[config.mk]
export PLATFORM = sky130hd
export DESIGN_NAME = apb_mailbox
export DESIGN_NICKNAME = d
export VERILOG_FILES = /design/src/rtl/apb_mailbox_pkg.sv /design/src/rtl/apb_mailbox_sync_fifo.sv /design/src/rtl/apb_mailbox.sv
export SDC_FILE = /design/constraint.sdc
export NUM_CORES = 1
export LEC_CHECK = 0
export ABC_AREA = 1
export BUFFER_PORTS_ARGS = -buffer_cell sky130_fd_sc_hd__buf_2
export CAP_MARGIN = 20
export CORE_AREA = 2 2 109 153
export DETAILED_ROUTE_END_ITERATION = 10
export DIE_AREA = 0 0 111 155
export GPL_TIMING_DRIVEN = 1
export PLACE_DENSITY = 0.69
export SLEW_MARGIN = 15
export SYNTH_ARGS = -nofsm -noshare
export SYNTH_HDL_FRONTEND = slang
export SYNTH_SLANG_ARGS = --single-unit
[constraint.sdc]
create_clock -name clk -period 2.67 [get_ports clk]
set_clock_uncertainty 0.15 [all_clocks]
set_input_delay 0.4005 -clock clk [delete_from_list [all_inputs] [get_ports clk]]
set_output_delay 0.4005 -clock clk [all_outputs]
set_load 0.005 [all_outputs]
[src/rtl/apb_mailbox_pkg.sv]
// Shared definitions for apb_mailbox: register offsets, APB FSM states, STATUS layout.
// The IRQ_CFG offset is defined here in every build; only the top decides whether it decodes.
package apb_mailbox_pkg;

  localparam int unsigned DATA_OFF   = 32'h0;
  localparam int unsigned STATUS_OFF = 32'h4;
  localparam int unsigned CTRL_OFF   = 32'h8;
  localparam int unsigned IRQ_OFF    = 32'hC;

  localparam int CTRL_TX_FLUSH = 0;
  localparam int CTRL_RX_FLUSH = 1;
  localparam int CTRL_CLR_OVF  = 2;

  typedef enum logic [1:0] {IDLE, SETUP, ACCESS} apb_state_t;

  typedef struct packed {
    logic [15:0] rsvd;
    logic [7:0]  rx_cnt;
    logic [3:0]  tx_cnt;
    logic        rx_empty;
    logic        tx_full;
    logic        rx_ovf;
    logic        tx_ovf;
  } status_t;

endpackage

[src/rtl/apb_mailbox_sync_fifo.sv]
// Synchronous FIFO with registered full/empty flags. Data appears one cycle after push (no bypass).
// A pop on a full FIFO frees a slot for a same-cycle push; flush beats push and pop.
module sync_fifo #(
  parameter int DEPTH  = 8,
  parameter int DATA_W = 8
) (
  input  logic                     clk,
  input  logic                     rst,
  input  logic                     push,
  input  logic                     pop,
  input  logic                     flush,
  input  logic [DATA_W-1:0]        wdata,
  output logic [DATA_W-1:0]        rdata,
  output logic                     full,
  output logic                     empty,
  output logic [$clog2(DEPTH):0]   count
);

  localparam int AW = $clog2(DEPTH);
  localparam logic [AW:0] FULL_CNT = (AW+1)'(DEPTH);

  logic [DATA_W-1:0] mem [DEPTH];
  logic [AW-1:0]     wr_ptr;
  logic [AW-1:0]     rd_ptr;
  logic [AW:0]       count_nxt;
  logic              do_push;
  logic              do_pop;

  assign do_pop  = pop & ~empty;
  assign do_push = push & (~full | do_pop);
  assign rdata   = mem[rd_ptr];

  always_comb begin
    count_nxt = count;
    if (do_push && !do_pop) begin
      count_nxt = count + 1'b1;
    end else if (do_pop && !do_push) begin
      count_nxt = count - 1'b1;
    end
  end

  always_ff @(posedge clk) begin
    if (rst || flush) begin
      wr_ptr <= '0;
      rd_ptr <= '0;
      count  <= '0;
      full   <= 1'b0;
      empty  <= 1'b1;
    end else begin
      if (do_push) wr_ptr <= wr_ptr + 1'b1;
      if (do_pop)  rd_ptr <= rd_ptr + 1'b1;
      count <= count_nxt;
      full  <= (count_nxt == FULL_CNT);
      empty <= (count_nxt == '0);
    end
  end

  always_ff @(posedge clk) begin
    if (do_push && !flush) mem[wr_ptr] <= wdata;
  end

endmodule

[src/rtl/apb_mailbox.sv]
// APB mailbox: TX/RX byte FIFOs; response registered entering ACCESS, side effects on the edge leaving it.
// Streams use valid/ready from registered FIFO flags; APB_MAILBOX_IRQ_EN adds irq and the IRQ_CFG register.
module apb_mailbox
  import apb_mailbox_pkg::*;
#(
  parameter int DEPTH  = 8,
  parameter int DATA_W = 8,
  parameter int ADDR_W = 4
) (
  input  logic              clk,
  input  logic              rst,
  input  logic              psel,
  input  logic              penable,
  input  logic              pwrite,
  input  logic [ADDR_W-1:0] paddr,
  input  logic [31:0]       pwdata,
  output logic [31:0]       prdata,
  output logic              pready,
  output logic              pslverr,
  output logic [DATA_W-1:0] tx_data,
  output logic              tx_valid,
  input  logic              tx_ready,
  input  logic [DATA_W-1:0] rx_data,
  input  logic              rx_valid,
  output logic              rx_ready
`ifdef APB_MAILBOX_IRQ_EN
  ,
  output logic              irq
`endif
);

  apb_state_t state;
  apb_state_t state_nxt;

  logic [ADDR_W-1:0]     off;
  logic                  enter_acc;
  logic                  acc_end;
  logic [31:0]           rd_val;
  logic                  dec_err, dec_push, dec_pop, dec_ctrl, dec_irqw, dec_txovf, dec_rxovf;
  logic                  acc_push, acc_pop, acc_ctrl, acc_irqw, acc_txovf, acc_rxovf;
  logic [31:0]           acc_wdata;
  logic                  tx_ovf, rx_ovf, rdy_en;
  status_t               status;

  logic [DATA_W-1:0]     tx_rdata, rx_rdata;
  logic                  tx_full, tx_empty, rx_full, rx_empty;
  logic [$clog2(DEPTH):0] tx_cnt, rx_cnt;
  logic                  rx_pop;
  logic                  unused_ok;

`ifdef APB_MAILBOX_IRQ_EN
  logic       irq_tx_en, irq_rx_en;
  logic [3:0] irq_thresh;
`endif

  assign off       = {paddr[ADDR_W-1:2], 2'b00};
  assign enter_acc = (state == SETUP) && psel && penable;
  assign acc_end   = (state == ACCESS);
  assign pready    = 1'b1;
  assign unused_ok = ^{paddr[1:0], acc_wdata};

  always_comb begin
    status          = '0;
    status.rx_cnt   = 8'(rx_cnt);
    status.tx_cnt   = 4'(tx_cnt);
    status.rx_empty = rx_empty;
    status.tx_full  = tx_full;
    status.rx_ovf   = rx_ovf;
    status.tx_ovf   = tx_ovf;
  end

  always_ff @(posedge clk) begin
    if (rst) state <= IDLE;
    else     state <= state_nxt;
  end

  // penable from IDLE is not a transfer: IDLE simply holds.
  always_comb begin
    state_nxt = IDLE;
    unique case (state)
      IDLE:    if (psel && !penable) state_nxt = SETUP;
      SETUP:   if (psel && penable) state_nxt = ACCESS;
               else if (psel && !penable) state_nxt = SETUP;
      ACCESS:  if (psel && !penable) state_nxt = SETUP;
      default: state_nxt = IDLE;
    endcase

    rd_val    = '0;
    dec_err   = 1'b0;
    dec_push  = 1'b0;
    dec_pop   = 1'b0;
    dec_ctrl  = 1'b0;
    dec_irqw  = 1'b0;
    dec_txovf = 1'b0;
    dec_rxovf = 1'b0;
    case (off)
      ADDR_W'(DATA_OFF): begin
        if (pwrite) begin
          if (tx_full) begin
            dec_err   = 1'b1;
            dec_txovf = 1'b1;
          end else begin
            dec_push  = 1'b1;
          end
        end else if (rx_empty) begin
          dec_err   = 1'b1;
          dec_rxovf = 1'b1;
        end else begin
          dec_pop = 1'b1;
          rd_val  = 32'(rx_rdata);
        end
      end
      ADDR_W'(STATUS_OFF): begin
        if (pwrite) dec_err = 1'b1;
        else        rd_val  = status;
      end
      ADDR_W'(CTRL_OFF): dec_ctrl = pwrite;
      ADDR_W'(IRQ_OFF): begin
`ifdef APB_MAILBOX_IRQ_EN
        if (pwrite) dec_irqw = 1'b1;
        else        rd_val   = {20'b0, irq_thresh, 6'b0, irq_rx_en, irq_tx_en};
`else
        dec_err = 1'b1;
`endif
      end
      default: dec_err = 1'b1;
    endcase
  end

  // Decisions are frozen at ACCESS entry so stream traffic during ACCESS cannot change the outcome.
  always_ff @(posedge clk) begin
    if (rst) begin
      prdata    <= '0;
      pslverr   <= 1'b0;
      acc_push  <= 1'b0;
      acc_pop   <= 1'b0;
      acc_ctrl  <= 1'b0;
      acc_irqw  <= 1'b0;
      acc_txovf <= 1'b0;
      acc_rxovf <= 1'b0;
      acc_wdata <= '0;
      tx_ovf    <= 1'b0;
      rx_ovf    <= 1'b0;
      rdy_en    <= 1'b0;
    end else begin
      rdy_en <= 1'b1;
      if (enter_acc) begin
        prdata    <= rd_val;
        pslverr   <= dec_err;
        acc_push  <= dec_push;
        acc_pop   <= dec_pop;
        acc_ctrl  <= dec_ctrl;
        acc_irqw  <= dec_irqw;
        acc_txovf <= dec_txovf;
        acc_rxovf <= dec_rxovf;
        acc_wdata <= pwdata;
      end else begin
        prdata  <= '0;
        pslverr <= 1'b0;
      end
      if (acc_end && acc_ctrl && acc_wdata[CTRL_CLR_OVF]) begin
        tx_ovf <= 1'b0;
        rx_ovf <= 1'b0;
      end else begin
        if (acc_end && acc_txovf) tx_ovf <= 1'b1;
        if (acc_end && acc_rxovf) rx_ovf <= 1'b1;
      end
    end
  end

`ifdef APB_MAILBOX_IRQ_EN
  always_ff @(posedge clk) begin
    if (rst) begin
      irq_tx_en  <= 1'b0;
      irq_rx_en  <= 1'b0;
      irq_thresh <= '0;
      irq        <= 1'b0;
    end else begin
      if (acc_end && acc_irqw) begin
        irq_tx_en  <= acc_wdata[0];
        irq_rx_en  <= acc_wdata[1];
        irq_thresh <= acc_wdata[11:8];
      end
      irq <= (irq_tx_en && (tx_cnt == '0)) ||
             (irq_rx_en && (32'(rx_cnt) > 32'(irq_thresh))) || rx_ovf || tx_ovf;
    end
  end
`endif

  sync_fifo #(.DEPTH(DEPTH), .DATA_W(DATA_W)) u_tx_fifo (
    .clk   (clk),
    .rst   (rst),
    .push  (acc_end && acc_push),
    .pop   (tx_ready),
    .flush (acc_end && acc_ctrl && acc_wdata[CTRL_TX_FLUSH]),
    .wdata (acc_wdata[DATA_W-1:0]),
    .rdata (tx_rdata),
    .full  (tx_full),
    .empty (tx_empty),
    .count (tx_cnt)
  );

  // A full RX still takes rx_data on the edge an APB pop frees a slot, so the count holds at DEPTH.
  assign rx_pop = acc_end && acc_pop;

  sync_fifo #(.DEPTH(DEPTH), .DATA_W(DATA_W)) u_rx_fifo (
    .clk   (clk),
    .rst   (rst),
    .push  (rx_valid && (rx_ready || rx_pop)),
    .pop   (rx_pop),
    .flush (acc_end && acc_ctrl && acc_wdata[CTRL_RX_FLUSH]),
    .wdata (rx_data),
    .rdata (rx_rdata),
    .full  (rx_full),
    .empty (rx_empty),
    .count (rx_cnt)
  );

  assign tx_valid = ~tx_empty;
  assign tx_data  = tx_valid ? tx_rdata : '0;
  assign rx_ready = rdy_en & ~rx_full;

endmodule

==> results of run 1 <==
-- worst reg2reg max path, cell delays in order (launching register included) --
cell     delay [ns]
dfxtp_1        0.37
inv_2          0.08
nand2_1        0.07
nor2_1         0.20
o21ai_1        0.17
inv_1          0.13
nand3_1        0.14
nor2_1         0.61
-- layout make-up --
class | count | area (µm²) | share of cell area (%)
Timing Repair Buffer | 71 | 417.9 | 4.700
Tap cell | 199 | 249.0 | 2.800
Inverter | 52 | 198.9 | 2.238
Clock inverter | 15 | 188.9 | 2.125
Multi-Input combinational cell | 482 | 2346 | 26.39
Clock buffer | 17 | 425.4 | 4.785
Sequential cell | 189 | 5065 | 56.97
-- where the power goes --
| part | leakage (nW) | switching, mW | total, mW | internal (mW) |
|---|---|---|---|---|
| logic | 1.38 | 0.427 | 0.667 | 0.240 |
| registers | 1.67 | 0.0490 | 3.21 | 3.17 |
| clock network | 0.297 | 1.23 | 2.51 | 1.28 |
-- final timing paths --
path / slack, ns / startpoint / endpoint
setup / recovery: 0.24 / flip-flop / tx_data[2]
hold / removal: 0.07 / psel / state[0]
setup reg to reg: 0.38 / state[0] / u_tx_fifo.mem[3][2]
hold reg to reg: 0.31 / tx_ovf / tx_ovf
-- logic make-up after synthesis --
logic type	synth area share, %
AO/OA/AOI/OAI	11.16
XOR/XNOR	0.6745
adder cells (fa/ha/maj)	1.285
buffers and inverters	5.797
flip-flops	65.01
other	0.09639
AND/OR/NAND/NOR	15.98
-- state kept, by name (all words and copies together), names as in the netlist, 2 cells and up, named ones only --
| signal | cells |
|---|---|
| prdata | 12 |
| u_tx_fifo.mem | 64 |
| acc_wdata | 8 |
| u_rx_fifo.mem | 64 |
| state | 2 |
| u_rx_fifo.wr_ptr | 3 |
| u_tx_fifo.wr_ptr | 3 |
| u_rx_fifo.count | 4 |
| u_tx_fifo.count | 4 |
| u_tx_fifo.rd_ptr | 3 |
| u_rx_fifo.rd_ptr | 3 |
-- routing by layer --
metal | routed length [µm] | GRT usage [%] | vias up
met5 | 13 | 0 | -
met4 | 265 | 7.321 | 2
met3 | 634 | 4.051 | 26
met2 | 8653 | 35.38 | 125
met1 | 5998 | 20.38 | 2488
li1 | - | - | 2681
-- placed cells by master (no fill, tap or decap), types with 3 or more instances in the layout --
master     count
a21oi_1       28
a31oi_1        8
buf_2         47
buf_4         23
clkbuf_16     17
clkinv_8       7
conb_1        21
dfxtp_1       61
edfxtp_1     128
ha_1           8
inv_1         44
inv_2          6
inv_8          4
nand2_1       84
nand2_2        5
nand3_1       28
nand3_2        4
nand4_1        7
nor2_1       141
nor2_2         3
nor3_1         9
o211ai_1      16
o21ai_0       91
o22ai_1        8
xor2_1         5
-- timing repair --
action,4_1_cts,5_1_grt
hold buffers,1,0
endpoints found under the hold margin,1,0
endpoints found under the setup margin,0,1
resized for setup,0,1
==> results by group, run 1 <==
Outcome
  – Status: complete, no violations

STA
  – Worst slew pin tran: 0.7487 ns
  – Setup slack after layout: 0.2366 ns
  – Unrepaired setup endpoints after global routing: no
  – Final Setup Violations: 0
  – Final TNS setup: 0 ns
  – Hold Fails Final Rpt: 0
  – Worst slew margin: 49.90%
  – Post-route minimum period: 2.433 ns
  – Period Utilization, post-route: 91.14%
  – Fmax: 410.9 MHz
  – Hold WS: 0.07455 ns
  – Final Max Slew Viols: 0

Place
  – Number of port buffers: 47
  – Post-DP HPWL: 10.67 mm
  – Pre-CTS setup slack: 0.3860 ns
  – Placed insts: 992
  – Final Wtd Congestion: 0.8704
  – Placed inst area: 8263 µm²

Critical path
  – Critical path's largest stage delay: 0.40 ns
  – CP Max Fanout: 19
  – Crit-path cells: inv_1, o21ai_0, o22ai_1, o21ai_0, a31oi_1, buf_2
  – Slowest CP cell: inv_1
  – Startpoint types: flip-flop
  – Most Frequent Cell on Critical Path: o21ai_0
  – CP Capture Type: output pin
  – WS Path Type: flip-flop to output pin
  – Buf/Inv on CP: 2
  – Worst path depth: 6
  – Worst Path Required: 2.12 ns
  – Worst r2r path cells: 7
  – Data arrival, critical path: 1.88 ns
  – Family with the most delay on the worst path: compound AO/OA/AOI/OAI gates

Clocking
  – CTS tree: done
  – Clock H-tree levels: 4
  – Post-CTS Setup Inserts: 0
  – Max clock buf depth: 2
  – Cts bufs inserted: 17
  – Clock Tree Root: clkbuf_16
  – Clk pin slew, worst setup/hold paths: 0.07 ns
  – Clock Latency Late Sink: 0.43 ns
  – CTS sink count: 189

Synth
  – Synth Flop Type: edfxtp_1
  – Syn Area/Cell: 10.40 µm²
  – FF+latch count, synth: 189
  – Syn Std Cell Area: 7791 µm²
  – Synth cell types: 38
  – Synth top cells by count: nor2_1, edfxtp_1, o21ai_0, nand2_1, dfxtp_1
  – Yosys top cell by area: edfxtp_1
  – Async SR Flop Fraction: 0%
  – Area contributors post-synth: edfxtp_1, dfxtp_1, nor2_1
  – Post-synthesis sequential area ratio: 65.01%
  – Yosys top cell area share: 49.33%
  – Count leader, synth: nor2_1
  – Cell count after synthesis: 749
  – Syn. warnings: 0
  – Number of synthesized flops with an enable pin: 128

Worst hold path
  – Hold Path Stages: 3
  – Hold WC Path Type: primary input to flip-flop

Final layout
  – Fill count: 1354
  – Number of diodes: 0
  – Final #Nets: 872
  – Cell area after layout: 8891 µm²
  – Syn-to-layout area delta: 14.12%
  – Layout cell share with drive strength beyond 1: 15.50%
  – Layout Cells excl Fill: 1025
  – Final Util: 55.93%

Detailed routing
  – DRT iter0 DRCs: 298
  – Wire length per cell: 15.19 µm
  – # DRC: 0
  – DRT Wirelength: 15.57 mm
  – TritonRoute pass-1 iters: 5
  – Antenna viol nets, final: 0
  – Via count: 5322
  – Vias per cell: 5.192

Pwr
  – Leak Pwr: 3.350 nW
  – VDD IR max: 0.4617 mV
  – PD cells: 718.4 nW/µm²
  – Final Power: 6.387 mW

Global routing
  – GRT Total Usage: 18.73%
  – Total congestion overflow: 0
  – Largest net degree at the start of global routing: 33
  – First-pass GRT wire length: 25.10 mm
  – Initial antenna violation count: 1
  – Vias in the first global route: 5124

Die
  – Height of the die: 155 µm
  – Core box area: 15900 µm²
  – # IOs: 95
  – Die ar.: 17210 µm²
  – Die Wd: 111 µm
  – Cell Rows: 55
  – Starting density of the core: 49.01%

Run
  – Max cap viols: 0
(Power assumes the default switching activity.)
==> run 2, diff against run 1 <==
==> constraint.sdc (replaced) <==
create_clock -name clk -period 2.3 [get_ports clk]
set_clock_uncertainty 0.15 [all_clocks]
set_input_delay 0.345 -clock clk [delete_from_list [all_inputs] [get_ports clk]]
set_output_delay 0.345 -clock clk [all_outputs]
set_load 0.005 [all_outputs]
==> results by group, run 2 (same netlist as run 1, synthesis figures left out) <==
Critical path
  – Startpoint types: flip-flop
  – CP Max Fanout: 16 (-3)
  – CP Capture Type: output pin
  – Data arrival, critical path: 1.74 ns (-0.14 ns)
  – Worst r2r path cells: 7 (unchanged)
  – Worst Path Required: 1.80 ns (-0.32 ns)
  – Critical Path End: tx_data[4]
  – Reg2reg start: acc_pop
  – WS Path Type: flip-flop to output pin
  – R2r endpoint: u_rx_fifo.mem[2][1]
  – Reg2reg setup slack: 0.32 ns (-0.06 ns)

Final layout
  – Layout Cells excl Fill: 1039 (+1.4%)
  – Final #Nets: 885 (+1.5%)
  – Regs by FF count: u_rx_fifo.mem: 64 flops, u_tx_fifo.mem: 64 flops, prdata: 12 flops
  – Cell area after layout: 9021 µm² (+1.5%)
  – Syn-to-layout area delta: 15.79%
  – Final Util: 56.75% (+0.82 points)
  – Commonest non-fill, non-tap cell in the layout: nor2_1
  – Most frequent cells in the layout: nor2_1, edfxtp_1, o21ai_0
  – Layout cell share with drive strength beyond 1: 17.04% (+1.5 points)

Die
  – Die ar.: 17210 µm² (unchanged)
  – Cell Rows: 55 (unchanged)
  – Starting density of the core: 49.01% (unchanged)
  – Height of the die: 155 µm (unchanged)
  – Die Wd: 111 µm (unchanged)
  – Core box area: 15900 µm² (unchanged)
  – # IOs: 95 (unchanged)

Clocking
  – Clock H-tree levels: 4 (unchanged)
  – Clk pin slew, worst setup/hold paths: 0.07 ns (about the same)
  – CTS tree: done
  – Clock Latency Late Sink: 0.42 ns (about the same)
  – CTS sink count: 189 (unchanged)
  – Max clock buf depth: 2 (unchanged)
  – Cts bufs inserted: 17 (unchanged)
  – Clock Tree Root: clkbuf_16

STA
  – Worst slew margin: 63.59% (+14 points)
  – Worst slew pin tran: 0.5455 ns (-0.2032 ns)
  – Final Max Slew Viols: 0 (unchanged)
  – Unrepaired setup endpoints after global routing: yes
  – Final Setup Violations: 0 (unchanged)
  – Period Utilization, post-route: 97.01%
  – Final TNS setup: 0 ns (unchanged)
  – Hold Fails Final Rpt: 0 (unchanged)
  – Post-route minimum period: 2.231 ns
  – Fmax: 448.2 MHz

Pwr
  – Switching share of power: 25.85% (-0.86 points)
  – VDD IR max: 0.6330 mV (+37%)
  – Part of the power in registers: 49.9% (-0.4 points)
  – NetSw: 1.944 mW (+14%)
  – Clk network pwr share: 38.7% (-0.5 points)
  – Gate power share: 11.4% (+1.0 points)
  – Leak Pwr: 3.407 nW (+1.7%)
  – PD cells: 833.6 nW/µm² (+16%)
  – Internal: 5.576 mW (+19%)
  – Final Power: 7.520 mW (+18%)

Global routing
  – Initial antenna violation count: 2 (+1)
  – Largest net degree at the start of global routing: 33 (unchanged)
  – GRT Total Usage: 18.00% (-0.74 points)
  – Vias in the first global route: 5002 (-2.4%)
  – First-pass GRT wire length: 24.16 mm (-3.8%)
  – Total congestion overflow: 0 (unchanged)

Detailed routing
  – DRT Wirelength: 15.27 mm (-1.9%)
  – Antenna viol nets, final: 0 (unchanged)
  – TritonRoute pass-1 iters: 7 (+2)
  – # DRC: 0 (unchanged)
  – Via count: 5262 (-1.1%)
  – Wire length per cell: 14.70 µm (-3.2%)
  – Vias per cell: 5.064 (-2.5%)
  – DRT iter0 DRCs: 252 (-15%)

Outcome
  – Status: complete, no violations

Place
  – Post-DP HPWL: 10.62 mm (-0.51%)
  – Placed inst area: 8323 µm² (+0.73%)
  – Final Wtd Congestion: 0.8821 (+1.3%)
  – Placed insts: 1000 (+0.81%)
  – Number of port buffers: 47 (unchanged)

Run
  – Max cap viols: 0 (unchanged)

Worst hold path
  – Hold WC Path Type: primary input to flip-flop
## run 2: how the worst min path moves through the flow
stage,to,start,cells past startpoint
detailed placement,rx_ovf,rx_ovf,2
CTS,state[0],psel,3
floorplan,acc_pop,rst,1
global route,state[0],psel,3
global placement,rx_ovf,rx_ovf,2
finish,state[0],psel,3
## run 2: power groups by stage
stage	registers [mW]	clock network (mW)	logic, mW
6_report	3.75	2.91	0.855
5_1_grt	3.76	3.09	0.968
4_1_cts	3.75	2.97	0.807
3_5_place_dp	3.81	0	0.773
3_3_place_gp	3.81	0	0.762
2_1_floorplan	3.80	0	0.544
## run 2: per-stage QoR
stage / worst slack, ns / hold WS, ns
after floorplan: 0.1279 / 0.2641
after global placement: 0.3533 / 0.2935
after detailed placement: 0.3325 / 0.3034
after CTS: 0.01122 / 0.004868
after global routing: -0.02093 / 0.001622
final: 0.06881 / 0.01674
## run 2: cell type report
| class | instances | area, µm² |
|---|---|---|
| clock inverters | 14 | 177.7 |
| inverters | 52 | 198.9 |
| flip-flops and latches | 189 | 5069 |
| well taps | 199 | 249.0 |
| diodes | 1 | 2.502 |
| repair inverters | 2 | 15.01 |
| repair buffers | 82 | 534.3 |
| fillers | 1358 | 6875 |
| multi-input cells | 482 | 2346 |
| clock buffers | 18 | 429.2 |
## run 2: critical path: stages, from the launching register on
cell       delay [ns]
dfxtp_4          0.43
buf_4            0.15
clkbuf_16        0.16
nor2_1           0.05
o22ai_1          0.11
o21ai_0          0.11
a31oi_1          0.17
buf_2            0.13
## run 2: metal layers
layer / global-route usage (%) / share of wire (%) / wire (µm) / vias up
met2: 36.20 / 58 / 8797 / 96
met1: 17.75 / 37 / 5605 / 2437
met5: 0 / 0.085 / 13 / -
met3: 4.207 / 3.8 / 574 / 27
met4: 6.250 / 1.8 / 281 / 2
li1: - / - / - / 2700
## run 2: what timing repair did
action                                 in CTS  in global routing
hold buffers                                1                  0
cloned                                      2                  1
setup endpoints to repair                   8                  8
endpoints found under the hold margin       1                  0
gates resized for setup                     8                  7
buffers inserted                            0                  2
==> run 3, diff against run 2 <==
--- a/config.mk
+++ b/config.mk
@@ -8,11 +8,13 @@
 export ABC_AREA = 1
 export BUFFER_PORTS_ARGS = -buffer_cell sky130_fd_sc_hd__buf_2
 export CAP_MARGIN = 20
-export CORE_AREA = 2 2 109 153
+export CELL_PAD_IN_SITES_DETAIL_PLACEMENT = 0
+export CELL_PAD_IN_SITES_GLOBAL_PLACEMENT = 1
+export CORE_AREA = 2 2 110 155
 export DETAILED_ROUTE_END_ITERATION = 10
-export DIE_AREA = 0 0 111 155
+export DIE_AREA = 0 0 112 157
 export GPL_TIMING_DRIVEN = 1
-export PLACE_DENSITY = 0.69
+export PLACE_DENSITY = 0.83
 export SLEW_MARGIN = 15
 export SYNTH_ARGS = -nofsm -noshare
 export SYNTH_HDL_FRONTEND = slang
==> constraint.sdc (replaced) <==
create_clock -name clk -period 2.86 [get_ports clk]
set_clock_uncertainty 0.15 [all_clocks]
set_input_delay 0.429 -clock clk [delete_from_list [all_inputs] [get_ports clk]]
set_output_delay 0.429 -clock clk [all_outputs]
set_load 0.005 [all_outputs]
==> results by group, run 3 (same netlist as run 1, synthesis figures left out) <==
Detailed routing
  – DRT iter0 DRCs: 278 (+10%)
  – Wire length per cell: 15.90 µm (+8.1%)
  – Vias per cell: 5.226 (+3.2%)
  – # DRC: 0 (unchanged)
  – Antenna viol nets, final: 0 (unchanged)
  – DRT Wirelength: 16.26 mm (+6.5%)
  – Via count: 5346 (+1.6%)
  – TritonRoute pass-1 iters: 5 (-2)

Final layout
  – FF+latch area: 5065 µm² (about the same)
  – Regs by FF count: u_rx_fifo.mem: 64 flops, u_tx_fifo.mem: 64 flops, prdata: 12 flops
  – Commonest non-fill, non-tap cell in the layout: nor2_1
  – Most frequent cells in the layout: nor2_1, edfxtp_1, o21ai_0
  – Syn-to-layout area delta: 13.33%
  – Layout cell share with drive strength beyond 1: 15.41% (-1.6 points)
  – Final #Nets: 871 (-1.6%)
  – Fill count: 1429 (+5.2%)
  – Number of diodes: 0 (-1)
  – Layout Cells excl Fill: 1023 (-1.5%)
  – Final Util: 54.83% (-1.9 points)
  – Area occupied by multi-input gates: 2346 µm² (unchanged)

STA
  – Setup slack after layout: 0.3163 ns (+0.2475 ns)
  – Final TNS setup: 0 ns (unchanged)
  – Post-route minimum period: 2.544 ns
  – Unrepaired setup endpoints after global routing: no
  – Hold WS: 0.04746 ns (+0.03072 ns)
  – Worst slew pin tran: 0.9094 ns (+0.3639 ns)
  – Hold Fails Final Rpt: 0 (unchanged)
  – Final Setup Violations: 0 (unchanged)
  – Worst slew margin: 39.30% (-24 points)
  – Final Max Slew Viols: 0 (unchanged)
  – Period Utilization, post-route: 88.94%
  – Fmax: 393.1 MHz

Place
  – Final Wtd Congestion: 0.8629 (-2.2%)
  – Number of port buffers: 47 (unchanged)
  – Post-DP HPWL: 11.35 mm (+6.9%)
  – Pre-CTS setup slack: 0.7465 ns (+0.4141 ns)
  – Placed insts: 992 (-0.80%)

Clocking
  – Post-CTS Setup Inserts: 0 (unchanged)
  – Clock H-tree levels: 4 (unchanged)
  – Clock Latency Late Sink: 0.42 ns (about the same)
  – CTS sink count: 189 (unchanged)
  – Cts bufs inserted: 17 (unchanged)
  – CTS tree: done
  – Max clock buf depth: 2 (unchanged)
  – Clock Tree Root: clkbuf_16
  – Clk pin slew, worst setup/hold paths: 0.07 ns (about the same)
  – Hold_buf cts: 0 (-1)
  – CTS resizes: 0 (-8)

Die
  – Die ar.: 17580 µm² (+2.2%)
  – # IOs: 95 (unchanged)
  – Die Wd: 112 µm (+0.90%)
  – Starting density of the core: 48.38% (-0.63 points)
  – Height of the die: 157 µm (+1.3%)
  – Core box area: 16100 µm² (+1.3%)
  – Cell Rows: 55 (unchanged)

Critical path
  – Buf/Inv on CP: 3 (unchanged)
  – CP Max Fanout: 18 (+2)
  – Data arrival, critical path: 1.96 ns (+0.22 ns)
  – Crit-path cells: inv_1, buf_4, nor2_1, o22ai_1, o21ai_0, a31oi_1, buf_2
  – Reg2reg start: u_rx_fifo.full
  – Worst Path Required: 2.28 ns (+0.48 ns)
  – Slowest CP cell: dfxtp_1
  – Critical path's largest stage delay: 0.31 ns (-0.12 ns)
  – WS Path Type: flip-flop to output pin
  – Startpoint types: flip-flop
  – CP Capture Type: output pin
  – Family with the most delay on the worst path: buffers and inverters

Pwr
  – PD cells: 662.8 nW/µm² (-20%)
  – Leak Pwr: 3.321 nW (-2.5%)
  – Part of the power in registers: 51.3% (+1.4 points)
  – Switching share of power: 26.07% (+0.22 points)
  – NetSw: 1.526 mW (-22%)
  – Gate power share: 10.4% (-1.0 points)
  – VDD IR max: 0.3794 mV (-40%)
  – Clk network pwr share: 38.3% (-0.4 points)
  – Internal: 4.327 mW (-22%)

Global routing
  – Vias in the first global route: 5332 (+6.6%)
  – Initial antenna violation count: 0 (-2)
  – Total congestion overflow: 0 (unchanged)
  – First-pass GRT wire length: 25.49 mm (+5.5%)
  – Largest net degree at the start of global routing: 33 (unchanged)
  – GRT Total Usage: 18.68% (+0.68 points)

Run
  – Max cap viols: 0 (unchanged)

Worst hold path
  – Hold WC Path Type: primary input to flip-flop
  – Min-delay src: penable

Outcome
  – Status: complete, no violations
## run 3: cell count changes in the layout (fill, tap and decap cells not counted), moves of 2 or more
cell and change:
o21ai_1 -5, o21ai_0 +5, inv_1 +2, clkinv_8 -3
inv_8 +4, buf_4 -8
## run 3: worst register-to-register path: stages, from the launching register on
cell and delay [ns]:
dfxtp_1 0.31, inv_1 0.19, nand2_1 0.18, a21oi_4 0.23, o21ai_2 0.12, inv_2 0.09
nand2_1 0.10, nor3_1 0.18, buf_4 0.23
## run 3: cell type report
| cell class | instances | share of cell area [%] |
|---|---|---|
| clock inverter | 14 | 1.601 |
| clock buffer | 17 | 4.818 |
| multi-input combinational | 482 | 26.57 |
| timing repair buffer | 70 | 4.620 |
| sequential | 189 | 57.36 |
| tap | 199 | 2.820 |
| inverter | 52 | 2.211 |
## run 3: worst paths after layout
path	endpoint	slack [ns]	cells after the start
setup reg to reg	u_rx_fifo.mem[0][0]	0.79	8
hold reg to reg	rx_ovf	0.30	2
hold / removal	state[0]	0.05	2
setup / recovery	tx_data[0]	0.32	7
## run 3: stage by stage
| stage | cell area, µm² | total power [mW] |
|---|---|---|
| floorplan | 7863 | 3.492 |
| global route | 8830 | 6.078 |
| global placement | 8263 | 3.654 |
| finish | 8830 | 5.852 |
| detailed placement | 8263 | 3.674 |
| CTS | 8830 | 5.898 |
## run 3: power groups by stage
| stage | Sequential, mW | Clock, mW | Combinational, mW |
|---|---|---|---|
| after global routing | 3.01 | 2.37 | 0.698 |
| after floorplan | 3.05 | 0 | 0.438 |
| after detailed placement | 3.06 | 0 | 0.611 |
| after global placement | 3.06 | 0 | 0.593 |
| final | 3.00 | 2.24 | 0.610 |
| after CTS | 3.00 | 2.28 | 0.615 |
## run 3: per-layer routing
metal / share of wire, % / track usage [%] / vias to the layer above
li1: - / - / 2672
met1: 37 / 18.80 / 2551
met2: 58 / 37.84 / 102
met3: 3.6 / 3.466 / 21
met4: 1.6 / 6.562 / 0
met5: 0 / 0 / -
